==> config.mk <==
export PLATFORM = sky130hd
export DESIGN_NAME = frame_buf_mem_flat
export DESIGN_NICKNAME = d
export VERILOG_FILES = /design/src/rtl/frame_buf_mem_if.sv /design/src/rtl/frame_buf_mem.sv /design/src/flat_wrapper.sv
export SDC_FILE = /design/constraint.sdc
export NUM_CORES = 1
export LEC_CHECK = 0
export ABC_AREA = 1
export CORE_AREA = 2 2 201 203
export CTS_CLUSTER_SIZE = 14
export DETAILED_ROUTE_END_ITERATION = 16
export DIE_AREA = 0 0 203 205
export GPL_ROUTABILITY_DRIVEN = 0
export SYNTH_ARGS = -nofsm -noshare
export SYNTH_HDL_FRONTEND = slang
export SYNTH_SLANG_ARGS = --single-unit
==> constraint.sdc <==
create_clock -name clk -period 4.8 [get_ports clk]
set_clock_uncertainty 0.15 [all_clocks]
set_input_delay 0.96 -clock clk [delete_from_list [all_inputs] [get_ports clk]]
set_output_delay 0.96 -clock clk [all_outputs]
set_load 0.05 [all_outputs]
==> src/rtl/frame_buf_mem_if.sv <==
// Write/read/clear bus of the frame buffer memory.
// The master drives strobes and addresses; the slave (memory) returns read data and status.
interface frame_buf_mem_if #(
    parameter int DATA_WIDTH = 16,
    parameter int ADDR_WIDTH = 4
);
    logic                    wr_en;
    logic [ADDR_WIDTH-1:0]   wr_addr;
    logic [DATA_WIDTH-1:0]   wr_data;
    logic [DATA_WIDTH/8-1:0] wr_be;
    logic                    rd_en;
    logic [ADDR_WIDTH-1:0]   rd_addr;
    logic                    clr_req;
    logic [DATA_WIDTH-1:0]   rd_data;
    logic                    rd_valid;
    logic                    ready;

    modport master (
        output wr_en, wr_addr, wr_data, wr_be, rd_en, rd_addr, clr_req,
        input  rd_data, rd_valid, ready
    );

    modport slave (
        input  wr_en, wr_addr, wr_data, wr_be, rd_en, rd_addr, clr_req,
        output rd_data, rd_valid, ready
    );
endinterface

==> src/rtl/frame_buf_mem.sv <==
// Line/frame storage: byte-enabled write port, 1- or 2-stage read pipeline and a
// sequential clear engine that runs after reset and on request. All strobes are active-low.
module frame_buf_mem #(
    parameter int DATA_WIDTH  = 16,
    parameter int ADDR_WIDTH  = 4,
    parameter int MEM_DEPTH   = 1 << ADDR_WIDTH,
    parameter int RD_LATENCY  = 1,
    parameter bit WRITE_FIRST = 1'b0
) (
    input  logic           clk,
    input  logic           reset,
    frame_buf_mem_if.slave bus
);
    localparam int NB = DATA_WIDTH / 8;

    typedef enum logic {ST_CLEAR, ST_RUN} state_t;

    state_t                r_state;
    logic [ADDR_WIDTH-1:0] r_clr_addr;
    logic                  r_ready;
    logic [DATA_WIDTH-1:0] r_mem [MEM_DEPTH];
    logic [DATA_WIDTH-1:0] r_rd_data;
    logic                  r_rd_valid;

    logic                  w_run;
    logic                  w_wr_ok;
    logic                  w_rd_ok;
    logic                  w_clr_last;
    logic [DATA_WIDTH-1:0] w_wr_mask;
    logic [DATA_WIDTH-1:0] w_rd_word;
    logic [DATA_WIDTH-1:0] w_out_data;
    logic                  w_out_vld;

    assign w_run      = (r_state == ST_RUN);
    assign w_wr_ok    = w_run && !bus.wr_en && (32'(bus.wr_addr) < MEM_DEPTH);
    assign w_rd_ok    = w_run && !bus.rd_en;
    assign w_clr_last = (r_clr_addr == ADDR_WIDTH'(MEM_DEPTH - 1));

    for (genvar gi = 0; gi < NB; gi++) begin : g_mask
        assign w_wr_mask[gi*8 +: 8] = {8{~bus.wr_be[gi]}};
    end

    // Out-of-range reads yield zero; in write-first mode a colliding write is forwarded per lane.
    always_comb begin
        w_rd_word = '0;
        if (32'(bus.rd_addr) < MEM_DEPTH)
            w_rd_word = r_mem[bus.rd_addr];
        if (WRITE_FIRST && w_wr_ok && (bus.rd_addr == bus.wr_addr))
            w_rd_word = (w_rd_word & ~w_wr_mask) | (bus.wr_data & w_wr_mask);
    end

    // Storage has no reset; the clear engine owns the write port outside RUN.
    always_ff @(posedge clk) begin
        if (!w_run)
            r_mem[r_clr_addr] <= '0;
        else if (w_wr_ok)
            r_mem[bus.wr_addr] <= (r_mem[bus.wr_addr] & ~w_wr_mask) | (bus.wr_data & w_wr_mask);
    end

    always_ff @(posedge clk or negedge reset) begin
        if (!reset) begin
            r_state    <= ST_CLEAR;
            r_clr_addr <= '0;
            r_ready    <= 1'b1;
        end else if (!w_run) begin
            if (w_clr_last) begin
                r_state    <= ST_RUN;
                r_clr_addr <= '0;
                r_ready    <= 1'b0;
            end else begin
                r_clr_addr <= r_clr_addr + 1'b1;
            end
        end else if (!bus.clr_req) begin
            r_state    <= ST_CLEAR;
            r_clr_addr <= '0;
            r_ready    <= 1'b1;
        end
    end

    if (RD_LATENCY == 2) begin : g_lat2
        logic [DATA_WIDTH-1:0] r_p1_data;
        logic                  r_p1_vld;

        // Stage 1 keeps advancing in CLEAR so reads accepted before a clear still complete.
        always_ff @(posedge clk or negedge reset) begin
            if (!reset) begin
                r_p1_data <= '0;
                r_p1_vld  <= 1'b0;
            end else begin
                r_p1_vld <= w_rd_ok;
                if (w_rd_ok)
                    r_p1_data <= w_rd_word;
            end
        end

        assign w_out_vld  = r_p1_vld;
        assign w_out_data = r_p1_data;
    end else begin : g_lat1
        assign w_out_vld  = w_rd_ok;
        assign w_out_data = w_rd_word;
    end

    always_ff @(posedge clk or negedge reset) begin
        if (!reset) begin
            r_rd_data  <= '0;
            r_rd_valid <= 1'b1;
        end else begin
            r_rd_valid <= ~w_out_vld;
            if (w_out_vld)
                r_rd_data <= w_out_data;
        end
    end

    assign bus.rd_data  = r_rd_data;
    assign bus.rd_valid = r_rd_valid;
    assign bus.ready    = r_ready;
endmodule

==> src/flat_wrapper.sv <==
// flat-port wrapper written by rule: the top's interface ports become plain ports
module frame_buf_mem_flat 
#(
    parameter int DATA_WIDTH  = 16,
    parameter int ADDR_WIDTH  = 4,
    parameter int MEM_DEPTH   = 1 << ADDR_WIDTH,
    parameter int RD_LATENCY  = 1,
    parameter bit WRITE_FIRST = 1'b0
)
  (clk, reset, bus_wr_en, bus_wr_addr, bus_wr_data, bus_wr_be, bus_rd_en, bus_rd_addr, bus_clr_req, bus_rd_data, bus_rd_valid, bus_ready);
  frame_buf_mem_if #(.DATA_WIDTH(DATA_WIDTH), .ADDR_WIDTH(ADDR_WIDTH)) bus_i ();
  input  logic clk;
  input  logic reset;
  input wire logic [$bits(bus_i.wr_en)-1:0] bus_wr_en;
  input wire logic [$bits(bus_i.wr_addr)-1:0] bus_wr_addr;
  input wire logic [$bits(bus_i.wr_data)-1:0] bus_wr_data;
  input wire logic [$bits(bus_i.wr_be)-1:0] bus_wr_be;
  input wire logic [$bits(bus_i.rd_en)-1:0] bus_rd_en;
  input wire logic [$bits(bus_i.rd_addr)-1:0] bus_rd_addr;
  input wire logic [$bits(bus_i.clr_req)-1:0] bus_clr_req;
  output wire logic [$bits(bus_i.rd_data)-1:0] bus_rd_data;
  output wire logic [$bits(bus_i.rd_valid)-1:0] bus_rd_valid;
  output wire logic [$bits(bus_i.ready)-1:0] bus_ready;
  assign bus_i.wr_en = bus_wr_en;
  assign bus_i.wr_addr = bus_wr_addr;
  assign bus_i.wr_data = bus_wr_data;
  assign bus_i.wr_be = bus_wr_be;
  assign bus_i.rd_en = bus_rd_en;
  assign bus_i.rd_addr = bus_rd_addr;
  assign bus_i.clr_req = bus_clr_req;
  assign bus_rd_data = bus_i.rd_data;
  assign bus_rd_valid = bus_i.rd_valid;
  assign bus_ready = bus_i.ready;
  frame_buf_mem #(.DATA_WIDTH(DATA_WIDTH), .ADDR_WIDTH(ADDR_WIDTH), .MEM_DEPTH(MEM_DEPTH), .RD_LATENCY(RD_LATENCY), .WRITE_FIRST(WRITE_FIRST)) u_core (.clk(clk), .reset(reset), .bus(bus_i));
endmodule
==> metrics.csv, run 1 <==
stage,metric,value,unit
outcome,outcome,"finished, final reports clean",
timing,fin. max-slew vios,0,
setup_path,Buf/Inv on CP,3,
global_route,initial antenna violation count,0,
logic_synthesis,Post-synth top flop,edfxtp_1,
timing,Fin. Hold Viols,0,
clock_tree,CTS tree,built,
clock_tree,Clock Latency Late Sink,560,ps
clock_tree,number of hold buffers added after CTS,0,
setup_path,"Slowest-stage cell, CP",nor2_2,
final_layout,Util after Layout,0.409,
pwr,total power,7830,uW
logic_synthesis,Post-synth top cells,"728 x nand2_1, 407 x nand3_1, 256 x edfxtp_1",
global_route,first-pass GRT wire length,68400,um
clock_tree,CTS resizes,0,
final_layout,Syn-to-layout area delta,15.1,%
timing,RSZ-0062 raised after global routing,no,
timing,final hold slack,327,ps
logic_synthesis,"FFs w/ async S/R, synth",0.0824,
logic_synthesis,sequential cell area fraction in the yosys report,0.590,
route,final antenna-violating net count,0,
clock_tree,clk buf depth,3,
route,per-cell routed wire length,20.5,um
logic_synthesis,Yosys reg bits,279,
clock_tree,H-tree Lvls,1,
logic_synthesis,synth unique cells,28,
setup_path,Critical Path RT,4900,ps
logic_synthesis,number of synthesized flops with an enable pin,256,
timing,fin crit period,3340,ps
route,drt pass-1 iters,5,
setup_path,"delay-heaviest family, CP",simple AND/OR/NAND/NOR gates,
setup_path,critical-path maximum fanout,18,
run,max-cap violations,0,
logic_synthesis,Synth area leaders,"edfxtp_1 55%, nand2_1 20%, nand3_1 15%",
logic_synthesis,most area-hungry cell type in the Yosys netlist,edfxtp_1,
floorplanning,Starting Density,0.356,
placed_design,post-place setup slack,942,ps
clock_tree,CTS sink cnt,279,
timing,period utilization,0.696,
logic_synthesis,syn nets,1659,
route,vias after detailed routing,11851,
clock_tree,Clock transition at path regs,60,ps
timing,final setup fails,0,
setup_path,crit-path cells,clkdlybuf4s50_1 -> or2_1 -> buf_4 -> o21ai_1 -> nand3_1 -> nor2_2 -> buf_12,
timing,Slew @ Worst Pin,1320,ps
placed_design,Port Buffers,48,
global_route,largest net degree at the start of global routing,129,
logic_synthesis,compound-cell area share of the yosys netlist,0.00500,
pwr,power per cell area,486,nW/um^2
timing,setup_tns,0,ps
setup_path,Arrival @ worst endpoint,3440,ps
final_layout,net total in the final layout,1667,
floorplanning,die area,41600,um^2
floorplanning,# rows,73,
setup_path,startpoint types,primary input,
setup_path,CP peak stage delay,620,ps
logic_synthesis,Mapped Area,14000,um^2
global_route,vias in the first global route,11355,
global_route,Congestion Overflow GR,0,
route,# DRC,0,
route,DRT Wirelength,44800,um
final_layout,layout cells sized above 1,0.0766,
logic_synthesis,Post-Synth Adder-Cell Area,0.000894,
timing,Slew HR,0.121,
logic_synthesis,synth warn,0,
timing,final worst slack,1460,ps
floorplanning,Die H,205,um
route,Vias/cell,5.43,
floorplanning,Die W,203,um
logic_synthesis,post-synthesis simple-gate area fraction,0.358,
pwr,Peak supply drop,259,uV
placed_design,DP HPWL,26900,um
clock_tree,CTS Root Cell,clkbuf_16,
worst_hold_path,worst min path class,flop to flop,
logic_synthesis,Post-Syn Instances,1627,
global_route,gr usage total,0.216,
logic_synthesis,Post-Synth XOR/XNOR Area,0.000626,
pwr,Leak,0.00657,uW
logic_synthesis,mean post-synth cell area,8.61,um^2
floorplanning,core footprint,39400,um^2
floorplanning,I/O pins,49,
clock_tree,post-CTS setup buffer count,0,
route,Iteration-0 DRC Markers,1425,
logic_synthesis,mux share of post-synthesis cell area,0,
logic_synthesis,"count leader, synth",nand2_1,
timing,f_max,299,MHz
setup_path,WS Path Type,primary input to flop,
logic_synthesis,post-synth top area share,0.549,
clock_tree,Num CTS Buffers,29,
final_layout,# diodes,0,
logic_synthesis,combinational family with the most area after synthesis,simple AND/OR/NAND/NOR gates,
setup_path,crit end category,flop,
stage by stage:
stage / cell area (um^2) / instances
final: 16100 / 2183
after global placement: 15100 / 2129
after floorplan: 14000 / 1627
after global routing: 16100 / 2183
after detailed placement: 15100 / 2129
after CTS: 16100 / 2183
per-layer routing:
metal  wire (um)  global-route usage  vias to the layer above
met5           0                   0                        -
met4        1990               0.103                        0
met3        3840              0.0189                      105
met2       21400               0.362                      607
met1       17600               0.283                     5663
li1            -                   -                     5476
path summary, 6_finish.rpt:
kind,depth (start not counted),slack [ps],startpoint,to
min in group asynchronous,1,830,reset,u_core.bus.rd_data[1]$_DFFE_PN0P_
worst min-delay path,2,330,u_core.bus.rd_data[8]$_DFFE_PN0P_,u_core.bus.rd_data[8]$_DFFE_PN0P_
worst max-delay path,7,1460,bus_wr_en,u_core.r_mem[6][0]$_DFFE_PP_
worst min register to register,2,330,u_core.bus.rd_data[8]$_DFFE_PN0P_,u_core.bus.rd_data[8]$_DFFE_PN0P_
max in group asynchronous,1,3060,reset,u_core.r_clr_addr[0]$_DFFE_PN0P_
worst max register to register,7,1820,u_core.r_state$_DFF_PN0_,u_core.r_mem[6][0]$_DFFE_PP_
layout by cell type, fill, tap and decap left out, types with 2 or more instances in the layout:
cell,synthesis,routed
clkdlybuf4s50_1,0,42
nor2_2,1,17
clkbuf_16,0,29
clkinv_1,1,6
clkbuf_1,23,4
dfrtp_1,21,21
nor2_1,48,32
bufinv_16,0,6
buf_12,0,12
nand2_1,728,728
o21ai_0,4,4
buf_2,61,4
dfstp_2,2,2
buf_4,1,31
nand2_2,4,4
inv_1,27,24
edfxtp_1,256,256
o21ai_1,2,2
nand3_1,407,407
clkinv_2,1,9
nand2_4,2,2
inv_2,3,3
clkinv_4,0,2
state kept, by name (all words and copies together), names as in the netlist:
register / flops
u_core.bus.rd_data: 16
u_core.bus.rd_valid: 1
u_core.bus.ready: 1
u_core.r_clr_addr: 4
u_core.r_mem: 256
u_core.r_state: 1
where the power goes:
group / switching (uW) / total (uW) / internal, uW
logic: 1380 / 1950 / 573
clock network: 934 / 2360 / 1430
registers: 241 / 3520 / 3270
total: 2550 / 7830 / 5280
layout make-up:
class | instances | area [um^2]
clock inverter | 21 | 263
timing repair buffer | 89 | 913
inverter | 32 | 126
clock buffer | 33 | 741
tap | 525 | 657
multi-input combinational | 1204 | 5150
sequential | 279 | 8270
fill | 3783 | 23300
tightest hold or removal path: cells and delay by family (launching register included):
kind	cells	cell delay, ps
AND/OR/NAND/NOR	2	100
flip-flops	1	340
cell families after synthesis:
family | count (synthesis)
AOI/OAI and AO/OA | 10
xor gates and xnor gates | 1
adders and majority gates | 1
buffers and inverters | 144
DFF | 279
and+or+nand+nor | 1192
Note: power is estimated with default switching activity, not from simulation.
==> run 2, diff against run 1 <==
- clock period: 4.8 -> 3.4 ns (I/O delays scaled with it)
==> metrics.csv, run 2 (same netlist as run 1, synthesis figures left out) <==
stage,metric,value,unit
final_layout,layout cells sized above 1,0.0809,
worst_hold_path,Hold Crit Depth,2,
setup_path,startpoint types,flop,
final_layout,most frequent cells in the layout,"728 x nand2_1, 407 x nand3_1, 256 x edfxtp_1",
timing,f_max,370,MHz
timing,final setup fails,0,
floorplanning,I/O pins,49,
clock_tree,Clock transition at path regs,60,ps
setup_path,R2R cell count,7,
pwr,Leak,0.00662,uW
timing,fin crit period,2700,ps
floorplanning,Die H,205,um
global_route,Congestion Overflow GR,0,
route,DRT Wirelength,43800,um
setup_path,Critical Path RT,2570,ps
setup_path,"delay-heaviest family, CP",buffers and inverters,
final_layout,Util after Layout,0.411,
final_layout,"commonest non-fill, non-tap cell in the layout",nand2_1,
route,per-cell routed wire length,20.0,um
final_layout,net total in the final layout,1681,
outcome,outcome,"finished, final reports clean",
global_route,gr usage total,0.211,
floorplanning,core footprint,39400,um^2
run,max-cap violations,0,
floorplanning,Die W,203,um
floorplanning,Starting Density,0.356,
placed_design,Port Buffers,48,
clock_tree,CTS tree,built,
timing,Slew HR,0.309,
clock_tree,clk buf depth,3,
route,vias after detailed routing,11851,
placed_design,DP HPWL,26200,um
route,# DRC,0,
setup_path,WS Path Type,flop to primary output,
final_layout,filler instances,3777,
global_route,largest net degree at the start of global routing,129,
clock_tree,H-tree Lvls,1,
clock_tree,CTS Root Cell,clkbuf_16,
route,Vias/cell,5.40,
timing,setup_tns,0,ps
final_layout,# diodes,0,
floorplanning,die area,41600,um^2
final_layout,Syn-to-layout area delta,15.6,%
pwr,power per cell area,671,nW/um^2
timing,final worst slack,698,ps
setup_path,crit-path cells,clkdlybuf4s50_1,
pwr,Peak supply drop,333,uV
clock_tree,Num CTS Buffers,28,
final_layout,FF+latch area,8270,um^2
final_layout,multi-input logic area,5150,um^2
clock_tree,post-CTS setup buffer count,0,
final_layout,final cell count without fillers,2194,
clock_tree,CTS sink cnt,279,
setup_path,CP peak stage delay,790,ps
route,Iteration-0 DRC Markers,1499,
clock_tree,number of hold buffers added after CTS,0,
global_route,initial antenna violation count,0,
setup_path,crit end category,primary output,
global_route,vias in the first global route,11361,
timing,Fin. Hold Viols,0,
setup_path,critical-path maximum fanout,2,
timing,RSZ-0062 raised after global routing,no,
setup_path,Buf/Inv on CP,1,
placed_design,post-place setup slack,376,ps
timing,period utilization,0.795,
setup_path,Arrival @ worst endpoint,1870,ps
setup_path,"Slowest-stage cell, CP",clkdlybuf4s50_1,
floorplanning,# rows,73,
placed_design,# placed instances,2144,
route,drt pass-1 iters,6,
final_layout,Biggest register,u_core.r_mem,
clock_tree,Clock Latency Late Sink,550,ps
timing,Slew @ Worst Pin,1030,ps
final_layout,max reg flops,256,
route,final antenna-violating net count,0,
global_route,first-pass GRT wire length,67100,um
clock_tree,CTS resizes,0,
timing,fin. max-slew vios,0,
worst_hold_path,worst min path class,flop to flop,
setup_path,critical path depth in cells,1,
[run 2: cell count changes in the layout (fill, tap and decap cells not counted), sizes merged]
cell and delta:
clkinvlp +1, clkinv -4, buf +15, inv +1, bufinv -2
[run 2: cell type report]
| cell class | instances | share of cell area |
|---|---|---|
| clock buffer | 33 | 0.0458 |
| clock inverter | 17 | 0.0114 |
| inverter | 32 | 0.00773 |
| multi-input combinational | 1204 | 0.318 |
| sequential | 279 | 0.511 |
| tap | 525 | 0.0406 |
| timing repair buffer | 104 | 0.0657 |
[run 2: metrics by stage]
stage	area, um^2	hold slack (ps)	total power, uW
2_1_floorplan	14000	234	6600
3_3_place_gp	15300	316	7710
3_5_place_dp	15300	322	7760
4_1_cts	16200	337	10900
5_1_grt	16200	364	11300
6_report	16200	334	10900
[run 2: path summary, 6_finish.rpt]
check                                                    from                            endpoint  slack [ps]
max                              u_core.bus.ready$_DFFE_PN1P_                           bus_ready         700
min                        u_core.bus.rd_data[15]$_DFFE_PN0P_  u_core.bus.rd_data[15]$_DFFE_PN0P_         330
max reg2reg                          u_core.r_state$_DFF_PN0_       u_core.r_mem[3][11]$_DFFE_PP_         990
min reg2reg                u_core.bus.rd_data[15]$_DFFE_PN0P_  u_core.bus.rd_data[15]$_DFFE_PN0P_         330
max in group asynchronous                               reset        u_core.bus.ready$_DFFE_PN1P_        1860
min in group asynchronous                               reset   u_core.bus.rd_data[2]$_DFFE_PN0P_         540
[run 2: where the power goes]
part / switching, uW / internal [uW]
registers: 365 / 4620
clock network: 1290 / 1850
logic: 1890 / 836
total: 3550 / 7300
[run 2: routing by layer]
layer / part of all wire / track usage / vias to the layer above
met5: 0 / 0 / -
met4: 0.030 / 0.0803 / 0
met3: 0.084 / 0.0242 / 99
met2: 0.49 / 0.367 / 623
met1: 0.39 / 0.271 / 5628
li1: - / - / 5501
==> run 3, diff against run 2 <==
- clock period: 3.4 -> 2.75 ns (I/O delays scaled with it)
==> metrics.csv, run 3 (same netlist as run 1, synthesis figures left out) <==
stage,metric,value,unit
floorplanning,I/O pins,49,
setup_path,critical-path maximum fanout,2,
route,Vias/cell,5.41,
floorplanning,Die W,203,um
global_route,first-pass GRT wire length,67700,um
setup_path,crit-path cells,clkdlybuf4s50_1,
final_layout,Biggest register,u_core.r_mem,
timing,fin crit period,2570,ps
pwr,cell-internal power,9220,uW
pwr,sw power,4490,uW
placed_design,Port Buffers,48,
floorplanning,Starting Density,0.356,
route,per-cell routed wire length,20.0,um
timing,final hold slack,198,ps
final_layout,"commonest non-fill, non-tap cell in the layout",nand2_1,
setup_path,crit end category,primary output,
setup_path,Buf/Inv on CP,1,
clock_tree,H-tree Lvls,1,
timing,fin. max-slew vios,0,
pwr,Reg power frac,0.450,
clock_tree,number of hold buffers added after CTS,0,
route,drt pass-1 iters,6,
timing,period utilization,0.933,
clock_tree,CTS Root Cell,clkbuf_16,
setup_path,WS Path Type,flop to primary output,
timing,Slew HR,0.461,
setup_path,CP peak stage delay,790,ps
run,max-cap violations,0,
global_route,Congestion Overflow GR,0,
route,Iteration-0 DRC Markers,1450,
route,DRT Wirelength,44300,um
setup_path,"delay-heaviest family, CP",buffers and inverters,
floorplanning,die area,41600,um^2
pwr,Leak,0.00683,uW
timing,RSZ-0062 raised after global routing,no,
setup_path,Arrival @ worst endpoint,1870,ps
pwr,power per cell area,824,nW/um^2
final_layout,Syn-to-layout area delta,18.9,%
clock_tree,Clock Latency Late Sink,570,ps
final_layout,max reg flops,256,
clock_tree,clk buf depth,3,
global_route,largest net degree at the start of global routing,129,
timing,f_max,390,MHz
global_route,vias in the first global route,11589,
final_layout,# diodes,0,
setup_path,"Slowest-stage cell, CP",clkdlybuf4s50_1,
clock_tree,Clock transition at path regs,60,ps
pwr,Clk pwr share,0.285,
floorplanning,Die H,205,um
clock_tree,CTS tree,built,
worst_hold_path,worst min path class,primary input to asynchronous set/reset pin,
clock_tree,CTS resizes,0,
floorplanning,core footprint,39400,um^2
route,# DRC,0,
final_layout,filler instances,3755,
timing,final setup fails,0,
pwr,Sw Share,0.327,
timing,setup_tns,0,ps
timing,Slew @ Worst Pin,808,ps
clock_tree,Num CTS Buffers,30,
route,vias after detailed routing,12014,
placed_design,DP HPWL,27200,um
final_layout,net total in the final layout,1706,
final_layout,layout cells sized above 1,0.0967,
setup_path,Critical Path RT,2050,ps
route,final antenna-violating net count,0,
pwr,power share of the combinational group,0.265,
pwr,Peak supply drop,444,uV
clock_tree,CTS sink cnt,279,
pwr,total power,13700,uW
clock_tree,post-CTS setup buffer count,0,
final_layout,most frequent cells in the layout,"728 x nand2_1, 407 x nand3_1, 256 x edfxtp_1",
global_route,gr usage total,0.213,
outcome,outcome,"finished, final reports clean",
setup_path,startpoint types,flop,
global_route,initial antenna violation count,0,
floorplanning,# rows,73,
timing,Fin. Hold Viols,0,
[run 3: routing by layer]
metal,up-vias,wire [um],global-route usage
met2,635,21300,0.360
li1,5553,-,-
met5,-,0,0
met1,5709,17300,0.271
met4,0,1910,0.107
met3,117,3770,0.0275
[run 3: power groups by stage]
stage	sequential [uW]	clock, uW	combinational [uW]
2_1_floorplan	6500	0	1660
3_3_place_gp	6220	0	3570
3_5_place_dp	6230	0	3620
4_1_cts	6150	3970	3640
5_1_grt	6250	4150	3930
6_report	6160	3910	3630
[run 3: final cells by class]
type | instances | area (um^2) | area share
Multi-Input combinational cell | 1204 | 5150 | 0.309
Clock inverter | 19 | 191 | 0.0115
Inverter | 32 | 125 | 0.00752
Timing Repair Buffer | 127 | 1490 | 0.0893
Tap cell | 525 | 657 | 0.0395
Clock buffer | 35 | 769 | 0.0462
Sequential cell | 279 | 8270 | 0.497
[run 3: metrics by stage]
stage                     utilization  std cells  instance area (um^2)  setup WS [ps]
after floorplan                     -       1627                 14000            203
after global placement          0.398       2167                 15700          -61.7
after detailed placement        0.398       2167                 15700          -98.6
after CTS                       0.423       2221                 16600            162
after global routing            0.423       2221                 16600            145
final                           0.423       2221                 16600            183
[run 3: worst paths after layout]
| kind | startpoint | end | slack [ps] | cells past startpoint |
|---|---|---|---|---|
| max | u_core.bus.ready$_DFFE_PN1P_ | bus_ready | 180 | 1 |
| min reg2reg | u_core.bus.rd_data[8]$_DFFE_PN0P_ | u_core.bus.rd_data[8]$_DFFE_PN0P_ | 330 | 2 |
| min | reset | u_core.bus.rd_data[1]$_DFFE_PN0P_ | 200 | 2 |
| max reg2reg | u_core.r_state$_DFF_PN0_ | u_core.r_mem[4][12]$_DFFE_PP_ | 370 | 6 |
| max in group asynchronous | reset | u_core.bus.ready$_DFFE_PN1P_ | 1970 | 2 |
| min in group clk | u_core.bus.rd_data[8]$_DFFE_PN0P_ | u_core.bus.rd_data[8]$_DFFE_PN0P_ | 330 | 2 |
